<file path="config.mk">
export PLATFORM = sky130hd
export DESIGN_NAME = tx_port_arbiter
export DESIGN_NICKNAME = d
export VERILOG_FILES = /design/src/rtl/tx_port_arbiter.sv
export SDC_FILE = /design/constraint.sdc
export NUM_CORES = 1
export LEC_CHECK = 0
export ABC_AREA = 1
export CORE_AREA = 5 5 61 63
export CTS_BUF_LIST = sky130_fd_sc_hd__clkbuf_2
export DETAILED_ROUTE_END_ITERATION = 6
export DIE_AREA = 0 0 66 68
export PLACE_DENSITY = 0.83
export SLEW_MARGIN = 25
export SYNTH_ARGS = -nofsm -noshare
export SYNTH_HDL_FRONTEND = slang
export SYNTH_SLANG_ARGS = --single-unit
</file>
<file path="constraint.sdc">
create_clock -name clk -period 1.6 [get_ports clk]
set_input_delay 0.24 -clock clk [delete_from_list [all_inputs] [get_ports clk]]
set_output_delay 0.24 -clock clk [all_outputs]
set_load 0.01 [all_outputs]
</file>
<file path="src/rtl/tx_port_arbiter.sv">
// Round-robin arbiter sharing one output-port transmitter among NUM_REQ input buffers.
// Optional grant timeout is enabled by defining ARB_TIMEOUT_EN.
module tx_port_arbiter #(
    parameter int ID            = 0,
    parameter int NUM_REQ       = 4,
    parameter int IDX_BITS      = 2,
    parameter int SIZE          = 8,
    parameter int BUFF_BITS     = 3,
    parameter int TIMEOUT       = 64,
    parameter int VERBOSE_DEBUG = 1
) (
    input  logic                    clk,
    input  logic                    reset,
    input  logic [NUM_REQ-1:0]      in_req,
    output logic [NUM_REQ-1:0]      in_gnt,
    output logic [NUM_REQ-1:0]      in_done,
    output logic [BUFF_BITS-1:0]    in_buf_addr,
    input  logic [NUM_REQ*SIZE-1:0] in_buf_data,
    output logic                    tx_sw_req,
    input  logic                    tx_sw_gnt,
    input  logic [BUFF_BITS-1:0]    tx_buf_addr,
    output logic [SIZE-1:0]         tx_buf_data,
    output logic                    arb_err
);

    typedef enum logic [1:0] {StIdle, StWaitGnt, StBusy, StRelease} state_e;

    state_e                state_q, state_d;
    logic [IDX_BITS-1:0]   rr_ptr_q, rr_ptr_d;
    logic [IDX_BITS-1:0]   owner_q, owner_d;
    logic [NUM_REQ-1:0]    gnt_q, gnt_d;
    logic [NUM_REQ-1:0]    done_q, done_d;
    logic                  sw_req_q, sw_req_d;
    logic                  err_q, err_d;

    logic                  pick_valid;
    logic [IDX_BITS-1:0]   pick_idx;
    logic [IDX_BITS-1:0]   cand;
    logic [IDX_BITS-1:0]   next_ptr;

`ifdef ARB_TIMEOUT_EN
    localparam int CntW = $clog2(TIMEOUT + 1);
    logic [CntW-1:0]       cnt_q, cnt_d;
`endif

    // Debug-only parameters; trace printing is left to the simulation environment.
    logic unused_params;
    assign unused_params = ^{ID[0], VERBOSE_DEBUG[0], TIMEOUT[0]};

    assign in_buf_addr = tx_buf_addr;
    assign tx_buf_data = in_buf_data[int'(owner_q) * SIZE +: SIZE];
    assign in_gnt      = gnt_q;
    assign in_done     = done_q;
    assign tx_sw_req   = sw_req_q;
    assign arb_err     = err_q;

    assign next_ptr = (owner_q == IDX_BITS'(NUM_REQ - 1)) ? '0 : owner_q + 1'b1;

    // First requester at or after rr_ptr, wrapping past NUM_REQ-1.
    always_comb begin
        pick_valid = 1'b0;
        pick_idx   = '0;
        cand       = '0;
        for (int i = 0; i < NUM_REQ; i++) begin
            cand = IDX_BITS'((int'(rr_ptr_q) + i) % NUM_REQ);
            if (!pick_valid && in_req[cand]) begin
                pick_valid = 1'b1;
                pick_idx   = cand;
            end
        end
    end

    always_comb begin
        state_d  = state_q;
        rr_ptr_d = rr_ptr_q;
        owner_d  = owner_q;
        gnt_d    = gnt_q;
        done_d   = '0;
        sw_req_d = sw_req_q;
        err_d    = 1'b0;
`ifdef ARB_TIMEOUT_EN
        cnt_d    = cnt_q;
`endif
        unique case (state_q)
            StIdle: begin
                if (pick_valid) begin
                    owner_d  = pick_idx;
                    gnt_d    = NUM_REQ'(1) << pick_idx;
                    sw_req_d = 1'b1;
                    state_d  = StWaitGnt;
`ifdef ARB_TIMEOUT_EN
                    cnt_d    = '0;
`endif
                end
            end
            StWaitGnt: begin
                if (tx_sw_gnt) begin
                    state_d = StBusy;
`ifdef ARB_TIMEOUT_EN
                end else if (cnt_q == CntW'(TIMEOUT - 1)) begin
                    // Abandon the grant without signalling completion.
                    sw_req_d = 1'b0;
                    gnt_d    = '0;
                    err_d    = 1'b1;
                    rr_ptr_d = next_ptr;
                    state_d  = StRelease;
                end else begin
                    cnt_d = cnt_q + 1'b1;
`endif
                end
            end
            StBusy: begin
                if (!tx_sw_gnt) begin
                    sw_req_d = 1'b0;
                    gnt_d    = '0;
                    done_d   = gnt_q;
                    rr_ptr_d = next_ptr;
                    state_d  = StRelease;
                end
            end
            StRelease: state_d = StIdle;
            default:   state_d = StIdle;
        endcase
    end

    always_ff @(posedge clk) begin
        if (reset) begin
            state_q  <= StIdle;
            rr_ptr_q <= '0;
            owner_q  <= '0;
            gnt_q    <= '0;
            done_q   <= '0;
            sw_req_q <= 1'b0;
            err_q    <= 1'b0;
`ifdef ARB_TIMEOUT_EN
            cnt_q    <= '0;
`endif
        end else begin
            state_q  <= state_d;
            rr_ptr_q <= rr_ptr_d;
            owner_q  <= owner_d;
            gnt_q    <= gnt_d;
            done_q   <= done_d;
            sw_req_q <= sw_req_d;
            err_q    <= err_d;
`ifdef ARB_TIMEOUT_EN
            cnt_q    <= cnt_d;
`endif
        end
    end

endmodule

</file>
Yosys cells after proc, flatten, opt, wreduce, memory -nomap -nowiden
Cells that the tools add are included.

Bits in registers: 15. Output and inout port bits: 21. Logic and storage cells: 65.

Add/subtract/negate cells: 4. $lt $le $gt $ge: 4. Equality and inequality tests: 7. Shifts and indexed selects: 2. Mux-type cells: 27. Bitwise gates (word level): 2. Reduce and logical (&&, ||, !) cells: 13.

Operators by type and width (number): $shiftx A32 B6 Y8 (1); $mux W2 (8); $lt A2 B3 Y1 const B (4); $mux W1 (10); $bmux W1 S2 (4); $mux W4 (2); $pmux W2 S4 (1); $pmux W4 S2 (1); $eq A2 B2 Y1 const B (3); $ne A2 B2 Y1 const B (3); $reduce_and A3 Y1 (2); $add A2 B1 Y2 const B (2); $add A2 B2 Y2 const B (2); $reduce_and A2 Y1 (2); $shl A1 B2 Y4 const A (1); $logic_and A1 B1 Y1 (3); $logic_not A1 Y1 (3); $reduce_or A3 Y1 (1); $eq A2 B1 Y1 const B (1); $logic_not A2 Y1 (1); $not A1 Y1 (2); $pmux W1 S2 (1); $reduce_bool A2 Y1 (1).

Logic depth before layout (Yosys ltp)
Gate-level depths: netlist (run 1).

Word-level depth: 15. Gate-level depth with buffers: 12. Mapped depth without buffers: 11.

Worst setup path before layout (run 1)
OpenSTA, ideal clock, no wires.

Path kind: reg-to-output. Start point: register owner_q[0]. End point: output port tx_buf_data[5]. Data arrival time: 1.185 ns. Path slack: 0.175 ns. Cell stages (with the launch flop): 5. Path buffers: 2. Cell sequence: dfxtp_1 -> clkbuf_1 -> clkbuf_1 -> o21ai_0 -> o22ai_1.

Cells in the longest elaborated chain, start to end: 1.

RTL lines: start, declared (line 30) `logic [IDX_BITS-1:0] owner_q, owner_d;`; start signal, assigned (line 141) `owner_q <= owner_d;`; $shiftx A32 B6 Y8 (line 51) `assign tx_buf_data = in_buf_data[int'(owner_q) * SIZE +: SIZE];`; end, declared (line 22) `output logic [SIZE-1:0] tx_buf_data,`.

No other way between the ends.

Worst setup path in the final report (run 1)
Start point: register owner_q[0]. End point: output port tx_buf_data[7].

Same word-level chain as after synthesis.

==> summary.txt, run 1 <==
Logic synthesis
  – Multiplexer share of the synthesized area: 0%
  – Top-area cell type share of the netlist area: 24.3%
  – Synthesized area: 1240 um^2
  – Adder-cell area share of the yosys netlist: 4.05%
  – Synthesized net count: 246
  – Distinct cells, synth: 24
  – Yosys warns: 0
  – Top cells by area, synth: dfxtp_1 (24%), nand2_1 (15%), o21ai_0 (8.1%), nor2_1 (7.9%), inv_1 (6.1%)
  – Average instance area after synthesis: 6.18 um^2
  – XOR/XNOR Fraction of Synth Area: 0%
  – Post-synthesis simple-gate area fraction: 41.9%
  – Main combinational cell family by area after synthesis: simple AND/OR/NAND/NOR gates
  – Synth area leader: dfxtp_1
  – Post-Synthesis Cells: 200
  – Register area share after synthesis: 24.3%
  – Post-synthesis compound-gate area fraction: 17.3%
  – #FFs+latches synth: 15

Clocking
  – TritonCTS Buffers: 3
  – Clock transition at the registers of the reported paths: around 0.15 ns
  – CTS tree: yes
  – Clock Path Buffers: 2
  – Root buf cell: clkbuf_2
  – Num Clock Sinks: 15
  – Worst-Skew Late Latency: 0.28 ns
  – H-tree Lvls: 1

Setup path
  – Cell breakdown of the critical path: inv_2 > buf_6 > nor2_1 > o22ai_1 > buf_2
  – Worst Path Max Fanout: 10
  – Crit Path Class: reg -> out
  – Slowest CP cell: dfxtp_4
  – CP Capture Type: output pin
  – Critical Path Source Type: register
  – CP peak stage delay: 0.38 ns
  – Critical path's top delay family: flip-flops
  – Worst path arrival time: between 1 and 1.5 ns
  – Critical Path RT: 1.36 ns
  – Crit path buf inv count: 3

Global route
  – GRT Overall Usage: roughly 15%
  – Largest net degree at the start of global routing: 11
  – Vias in the first global route: 1407
  – Grt total ovfl: 0
  – First-pass GRT wire length: 5400 um
  – Initial antenna violation count: 0

Die
  – Die height: 68 um
  – Core ar.: ~3200 um^2
  – Number of I/O pins: 63
  – DIE AREA: 4490 um^2
  – Chip Width: approximately 66 um
  – Cell Rows: 21
  – Starting Density: 38.9%

Detailed routing
  – Drt total wl: 3150 um
  – Wire length per cell: 10.2 um
  – Vias: 1455
  – First-pass iteration count of the detailed router: 6
  – Routed vias/inst: 4.71
  – First DRT Iteration DRCs: 55
  – # DRC: 0
  – DRT antenna net count: 0

Timing
  – Minimum clock period: around 1.5 ns
  – Setup-failing EPs final: 0
  – Final period util: 92.7%
  – Clock Skews: 0.0103 ns
  – Max Clock Freq: 674 MHz
  – Fin Hold WS: 0.440 ns
  – Final hold violations: 0
  – Fin. max-slew vios: 0

Placement
  – Placer Congestion: 0.868
  – Final HPWL DP: 2570 um
  – Placed Instances: 303
  – Count of buffers from port buffering: 55

Cells and area
  – Layout cells sized above 1: 21.7%
  – FF/Latch Area: 310 um^2
  – NumNets Final: 310
  – Multi-input logic area: 790 um^2
  – # diodes: 0
  – FILL cells: 292
  – Finished Layout Cells: roughly 310
  – Area Overhead vs Synth: 52.2%

Power
  – Worst VDD drop: 0.000686 V
  – Leakage: 0.861 nW
  – Pwr dens: 1340 nW/um^2

Outcome
  – Status: completed

Min path
  – Min-delay worst type: reg -> reg

Job
  – Max Cap Viol: 0
[metal layers]
layer  GRT usage, %  up-vias  wire, um
met5              0        -         0
met4           3.05        0        16
met3           5.58        4       334
met2           28.4       54      1520
met1           15.8      628      1280
li1               -      769         -
[cell type report]
class                           instances  area share, %
Multi-Input combinational cell        153           42.0
Timing Repair Buffer                   69           32.9
Sequential cell                        15           16.5
Inverter                               22           4.52
Tap cell                               46           3.06
Clock buffer                            3          0.798
Clock inverter                          1          0.266
[where the power goes]
group          total, mW  leakage [nW]  internal (mW)  switching [mW]
registers          0.596         0.125          0.488           0.108
logic               1.75         0.719          0.789           0.966
clock network      0.178        0.0164         0.0566           0.121
total               2.53         0.861           1.33            1.20
[worst min-delay path, cell delays in order, from the launching register on]
cell	delay, ns
dfxtp_1	0.35
inv_1	0.05
nor2_1	0.03
[flip-flops by register name, indices dropped and copies added, names as in the netlist]
signal / cells
in_done: 4
in_gnt: 4
owner_q: 2
rr_ptr_q: 2
state_q: 2
tx_sw_req: 1
[timing repair]
action                                  4_1_cts  5_1_grt
hold buffers                                  0        0
hold endpoints to repair                      0        0
endpoints found under the setup margin        8       15
gates resized for setup                      34       15
setup buffers                                 0        2
pin swaps                                     0        2
[cells by family (layout without fill, tap and decap cells)]
| group | count (synthesis) | after routing |
|---|---|---|
| adders and majority gates | 4 | 4 |
| DFF | 15 | 15 |
| AOI/OAI and AO/OA | 40 | 40 |
| buffers and inverters | 32 | 95 |
| and+or+nand+nor | 108 | 108 |
| other | 1 | 1 |
[final timing paths]
| check | to | cells after the start | slack, ns | startpoint |
|---|---|---|---|---|
| max | tx_buf_data[7] | 5 | 0.12 | owner_q[0] |
| min | in_done[1] | 2 | 0.44 | in_gnt[1] |
| max reg2reg | in_gnt[2] | 10 | 0.13 | rr_ptr_q[0] |
| min reg2reg | in_done[1] | 2 | 0.44 | in_gnt[1] |
[cell usage after synthesis, drive strengths merged]
library cell  instances
nand2                61
nor2                 29
inv                  22
o21ai                22
dfxtp                15
nand3                12
a21oi                10
o22ai                 8
buf                   6
nand4                 5
clkbuf                4
ha                    4
conb                  1
or2                   1
[per-stage QoR]
stage | setup WS [ns] | power (mW) | instance area [um^2] | setup TNS, ns | util, %
after floorplan | 0.175 | 1.68 | 1240 | 0 | -
after global placement | -0.129 | 2.42 | 1870 | -1.55 | 58.7
after detailed placement | -0.151 | 2.44 | 1870 | -1.90 | 58.7
after CTS | 0.00171 | 2.59 | 1890 | 0 | 59.4
after global routing | -0.0146 | 2.80 | 1880 | -0.0146 | 59.2
final | 0.116 | 2.53 | 1880 | 0 | 59.2
[cell usage in the layout (no fill, tap or decap), types with 3 or more instances in the layout]
cell	n
a21oi_1	10
buf_2	7
buf_4	13
clkbuf_2	4
clkdlybuf4s50_1	47
dfxtp_1	11
ha_1	4
inv_1	18
inv_2	3
nand2_1	48
nand2_2	11
nand3_1	10
nand4_1	3
nor2_1	26
o21ai_0	13
o21ai_1	7
o22ai_1	8
Note: power is estimated with default switching activity, not from simulation.
==> run 2, diff against run 1 <==
--- a/config.mk
+++ b/config.mk
@@ -6,11 +6,12 @@
 export NUM_CORES = 1
 export LEC_CHECK = 0
 export ABC_AREA = 1
-export CORE_AREA = 5 5 61 63
+export CAP_MARGIN = 20
+export CORE_AREA = 5 5 62 64
 export CTS_BUF_LIST = sky130_fd_sc_hd__clkbuf_2
 export DETAILED_ROUTE_END_ITERATION = 6
-export DIE_AREA = 0 0 66 68
-export PLACE_DENSITY = 0.83
+export DIE_AREA = 0 0 67 69
+export PLACE_DENSITY = 0.8
 export SLEW_MARGIN = 25
 export SYNTH_ARGS = -nofsm -noshare
 export SYNTH_HDL_FRONTEND = slang
==> summary.txt, run 2 (synthesized netlist as in run 1, its figures left out) <==
Clocking
  – Clock Path Buffers: 2
  – Num Clock Sinks: 15
  – Hold buffer count at cts: 0
  – H-tree Lvls: 1
  – Root buf cell: clkbuf_2
  – Clock transition at the registers of the reported paths: 0.14 ns
  – Worst-Skew Late Latency: about 0.28 ns
  – CTS tree: yes
  – TritonCTS Buffers: 3

Cells and area
  – Area Overhead vs Synth: 55.5%
  – # diodes: 0
  – NumNets Final: between 300 and 400
  – Commonest non-fill, non-tap cells in the layout: clkdlybuf4s50_1 (47), nand2_1 (46), nor2_1 (26), inv_1 (18), o21ai_0 (15)
  – FILL cells: 322
  – Commonest non-fill, non-tap cell in the layout: clkdlybuf4s50_1
  – Layout cells sized above 1: 23.2%

Detailed routing
  – Vias: 1473
  – First DRT Iteration DRCs: 56
  – First-pass iteration count of the detailed router: 4
  – Wire length per cell: approximately 11 um
  – DRT antenna net count: 0
  – # DRC: 0
  – Routed vias/inst: around 4.8
  – Drt total wl: 3260 um

Setup path
  – Cell breakdown of the critical path: buf_4 > inv_8 > nand2_1 > nand2_2 > nand2_2 > nand2_4 > buf_4 > nand4_1 > nand2_1 > nand3_1 > a21oi_1
  – Critical path's top delay family: simple AND/OR/NAND/NOR gates
  – Worst Path Max Fanout: 10
  – CP peak stage delay: 0.38 ns
  – Critical Path RT: roughly 1.8 ns
  – Worst path arrival time: between 1.5 and 2 ns
  – Slowest CP cell: dfxtp_4
  – Critical Path Source Type: register
  – Crit Path Class: reg -> reg
  – CP Capture Type: register
  – Crit path buf inv count: 3

Global route
  – Vias in the first global route: 1295
  – GRT Overall Usage: 13.5%
  – Largest net degree at the start of global routing: 12
  – GR Util met3: under 10%
  – M2 GR Usage: between 20% and 30%
  – Initial antenna violation count: 0
  – First-pass GRT wire length: 5020 um
  – Grt peak-use layer: met2
  – Grt total ovfl: 0
  – Met1 Track Usage GR: roughly 14%

Job
  – Max Cap Viol: 0

Power
  – Combinational power share: 70.6%
  – Worst VDD drop: 0.000732 V
  – Sequential share of power: 22.4%
  – Sw Share: 47.8%
  – Clock Power Share: under 10%
  – Leakage: between 0.8 and 0.9 nW
  – Final Total Pwr: 2.62 mW
  – Pint: roughly 1.4 mW
  – Switching pwr: 1.25 mW
  – Pwr dens: 1360 nW/um^2

Timing
  – Setup-failing EPs final: 0
  – Setup WS post-layout: 0.0451 ns
  – Max Clock Freq: 643 MHz
  – Fin. max-slew vios: 0
  – Final period util: between 90% and 100%
  – Final hold violations: 0
  – Clock Skews: 0.00530 ns
  – Minimum clock period: ~1.6 ns
  – Fin Hold WS: ~0.45 ns

Die
  – Cell Rows: 21
  – Starting Density: 38.3%
  – Number of I/O pins: 63
  – DIE AREA: between 4000 and 5000 um^2
  – Chip Width: 67 um
  – Die height: 69 um
  – Core ar.: roughly 3200 um^2

Placement
  – Final HPWL DP: 2660 um
  – Count of buffers from port buffering: between 50 and 60
  – Setup WS pre-CTS: -0.156 ns
  – Placer Congestion: 0.902

Outcome
  – Status: completed

Min path
  – Min-delay worst type: reg -> reg
==> run 2: changes by cell type in the layout (fill, tap and decap cells not counted), sizes merged <==
| cell | delta |
|---|---|
| buf | -4 |
| clkbuf | +5 |
| clkinv | -1 |
==> run 2: routing by layer <==
layer	vias to the layer above	share of wire [%]
met4	0	1.0
met1	636	42
met2	63	46
met5	-	0
met3	5	12
li1	769	-
==> run 2: layout make-up <==
class                   count  area (um^2)  share of cell area [%]
flip-flops and latches     15          307                    16.0
repair buffers             69          619                    32.2
well taps                  46         57.6                    2.99
clock buffers               4         20.0                    1.04
multi-input cells         153          828                    43.1
inverters                  22         90.1                    4.69
==> run 2: power by group through the flow <==
stage / sequential (mW) / clock, mW / combinational [mW]
floorplan: 0.560 / 0 / 1.12
global placement: 0.588 / 0 / 1.82
detailed placement: 0.586 / 0 / 1.85
CTS: 0.586 / 0.194 / 1.80
global route: 0.604 / 0.211 / 2.05
finish: 0.586 / 0.185 / 1.85
==> run 2: what timing repair did <==
item,4_1_cts,5_1_grt
pin swaps,0,6
endpoints found under the setup margin,8,17
resized for setup,28,23
setup buffers,0,3
==> run 2: worst min-delay path, stage by stage (launching register included) <==
cell     delay [ns]
dfxtp_1        0.34
inv_1          0.05
nor2_1         0.03
==> run 2: final timing paths <==
kind                            cells past startpoint          to  slack (ns)         from
worst max-delay path                               11   in_gnt[1]        0.05  rr_ptr_q[0]
worst min-delay path                                2  in_done[3]        0.45    in_gnt[3]
worst max register to register                     11   in_gnt[1]        0.05  rr_ptr_q[0]
worst min register to register                      2  in_done[3]        0.45    in_gnt[3]
==> run 2: per-stage QoR <==
| step | instances | utilization [%] | area [um^2] | TNS (ns) |
|---|---|---|---|---|
| 2_1_floorplan | 200 | - | 1240 | 0 |
| 3_3_place_gp | 302 | 57.5 | 1860 | -1.61 |
| 3_5_place_dp | 302 | 57.5 | 1860 | -1.95 |
| 4_1_cts | 306 | 58.3 | 1880 | 0 |
| 5_1_grt | 309 | 59.5 | 1920 | -0.204 |
| 6_report | 309 | 59.5 | 1920 | 0 |
==> variant: new RTL, flow settings as in run 2 <==
The 4 states of `state_e` get a one-hot encoding in 4 bits.
--- a/src/rtl/tx_port_arbiter.sv
+++ b/src/rtl/tx_port_arbiter.sv
@@ -25,3 +25,3 @@
 
-    typedef enum logic [1:0] {StIdle, StWaitGnt, StBusy, StRelease} state_e;
+    typedef enum logic [3:0] {StIdle = 4'b0001, StWaitGnt = 4'b0010, StBusy = 4'b0100, StRelease = 4'b1000} state_e;
 
Formal check against the unedited RTL: no difference found for any inputs over 10 cycles, from zero or initial values and one cycle with reset high; not proved beyond that.
==> variant against run 2 <==
Sequential cell count rose by 2. Setup slack gained 0.021 ns. Final area grew 2.4%. Die area is the same. Wire length increased by 1.9%. Synthesized area rose by 1.1%.
Power is not compared: it rests on default switching activity, and its combinational part moved more than twofold at a synthesized area within 25%.
==> variant: results (changes against run 2) <==
| Metric | Value |
|---|---|
| Setup Skew | 0.00134 ns (was 0.00530 ns) |
| DR iter-0 viols | 56 (unchanged) |
| Met3 wire len | 374 um (was 377 um) |
| Post-layout min period | 1.53 ns (was 1.55 ns) |
| Synth Instances | 200 (unchanged) |
| Fin nets | 308 (was 310) |
| Largest cells by area after synthesis | dfxtp_1, nand2_1, nor2_1 (was dfxtp_1, nand2_1, o21ai_0) |
| Clock transition at path regs | 0.17 ns (was 0.14 ns) |
| FF-to-FF setup slack | 0.07 ns (was 0.05 ns) |
| Netlist cell types | 23 (was 24) |
| Pre-antenna DRT Iters | 4 (unchanged) |
| Max Slew Vio Count | 0 (unchanged) |
| First-pass GRT wire length | 5620 um (was 5020 um) |
| Complex-gate fraction of the synthesized area | 18.4% (was 17.3%) |
| Synth top cells by count | nand2_1, nor2_1, inv_1 (was nand2_1, nor2_1, inv_1, o21ai_0, dfxtp_1) |
| Filler cells | 309 (was 322) |
| Post-Syn Nets | 243 (was 246) |
| Fraction of layout cells with a size suffix above 1 | 25.0% (was 23.2%) |
| Post-synthesis sequential area ratio | 27.2% (was 24.3%) |
| XOR/XNOR Fraction of Synth Area | 0% (unchanged) |
| DP Cell Count | 303 (was 302) |
| Met3 GRT Util | 6.17% (was 5.68%) |
| Outcome | complete, no violations (unchanged) |
| CP Max Fanout | 7 (was 10) |
| RePlAce Congestion | 0.860 (was 0.902) |
| GR Layer Usage met2 | 25.3% (was 24.3%) |
| DP Area | 1880 um2 (was 1860 um2) |
| Met1 wire length | 1400 um (was 1350 um) |
| M1 GR Usage | 16.3% (was 13.9%) |
| Largest net degree at the start of global routing | 14 (was 12) |
| Tot GR Track Use | 14.6% (was 13.5%) |
| Total number of vias | 1455 (was 1473) |
| Post-DP HPWL | 2670 um (was 2660 um) |
| Via density | 4.69 (was 4.77) |
| Post-Place Worst Slack | -0.175 ns (was -0.156 ns) |
| Detailed Route WL | 3320 um (was 3260 um) |
| CP max stage cell | dfxtp_4 (unchanged) |
| DR top layer | met4 (unchanged) |
| Async S/R FF share, synth | 0% (unchanged) |
| IO Port Bufs | 55 (unchanged) |
| Mux contribution to synthesized area | 0% (unchanged) |
| Met2 wire len | 1520 um (was 1490 um) |
| Num CTS Buffers | 3 (unchanged) |
| Adder-cell share of the synthesized area | 1.00% (was 4.05%) |
| Slowest stage delay, CP | 0.47 ns (was 0.38 ns) |
| Vias in the first global route | 1402 (was 1295) |
[variant: repair_timing]
item / 4_1_cts / 5_1_grt
setup endpoints to repair: 13 / 15
pin swaps: 0 / 11
gates resized for setup: 40 / 28
hold endpoints to repair: 0 / 0
buffers inserted: 0 / 3
[variant: area by class of cell]
class | count | area, um2 | share of cell area, %
Multi-Input combinational cell | 148 | 791 | 40.2
Sequential cell | 17 | 353 | 17.9
Inverter | 24 | 97.6 | 4.96
Tap cell | 46 | 57.6 | 2.92
Clock buffer | 3 | 15.0 | 0.763
Clock inverter | 1 | 5.00 | 0.254
Timing Repair Buffer | 71 | 649 | 33.0
[variant: worst max-delay path: cells and delay by family, from the launching register on]
kind | cells | cell delay, ns
AND/OR/NAND/NOR | 9 | 0.76
buffers and inverters | 1 | 0.13
AO/OA/AOI/OAI | 1 | 0.12
flip-flops | 1 | 0.47
[variant: power by group]
group	total, W	internal [W]	switching [W]
logic	0.000646	0.000326	0.000321
clock network	0.000193	0.0000566	0.000136
registers	0.000495	0.000458	0.0000368
total	0.00133	0.000840	0.000494
[variant: worst min-delay path by stage]
stage	from	endpoint	slack (ns)	cells after the start
after floorplan	tx_sw_gnt	state_q[2]$_SDFFE_PP0P_	0.40	2
after global placement	in_gnt[3]$_SDFFE_PP0P_	in_done[3]$_SDFF_PP0_	0.43	2
after detailed placement	in_gnt[2]$_SDFFE_PP0P_	in_done[2]$_SDFF_PP0_	0.44	2
after CTS	in_gnt[2]$_SDFFE_PP0P_	in_done[2]$_SDFF_PP0_	0.46	2
after global routing	tx_buf_addr[1]	in_buf_addr[1]	0.48	0
final	in_gnt[2]$_SDFFE_PP0P_	in_done[2]$_SDFF_PP0_	0.47	2
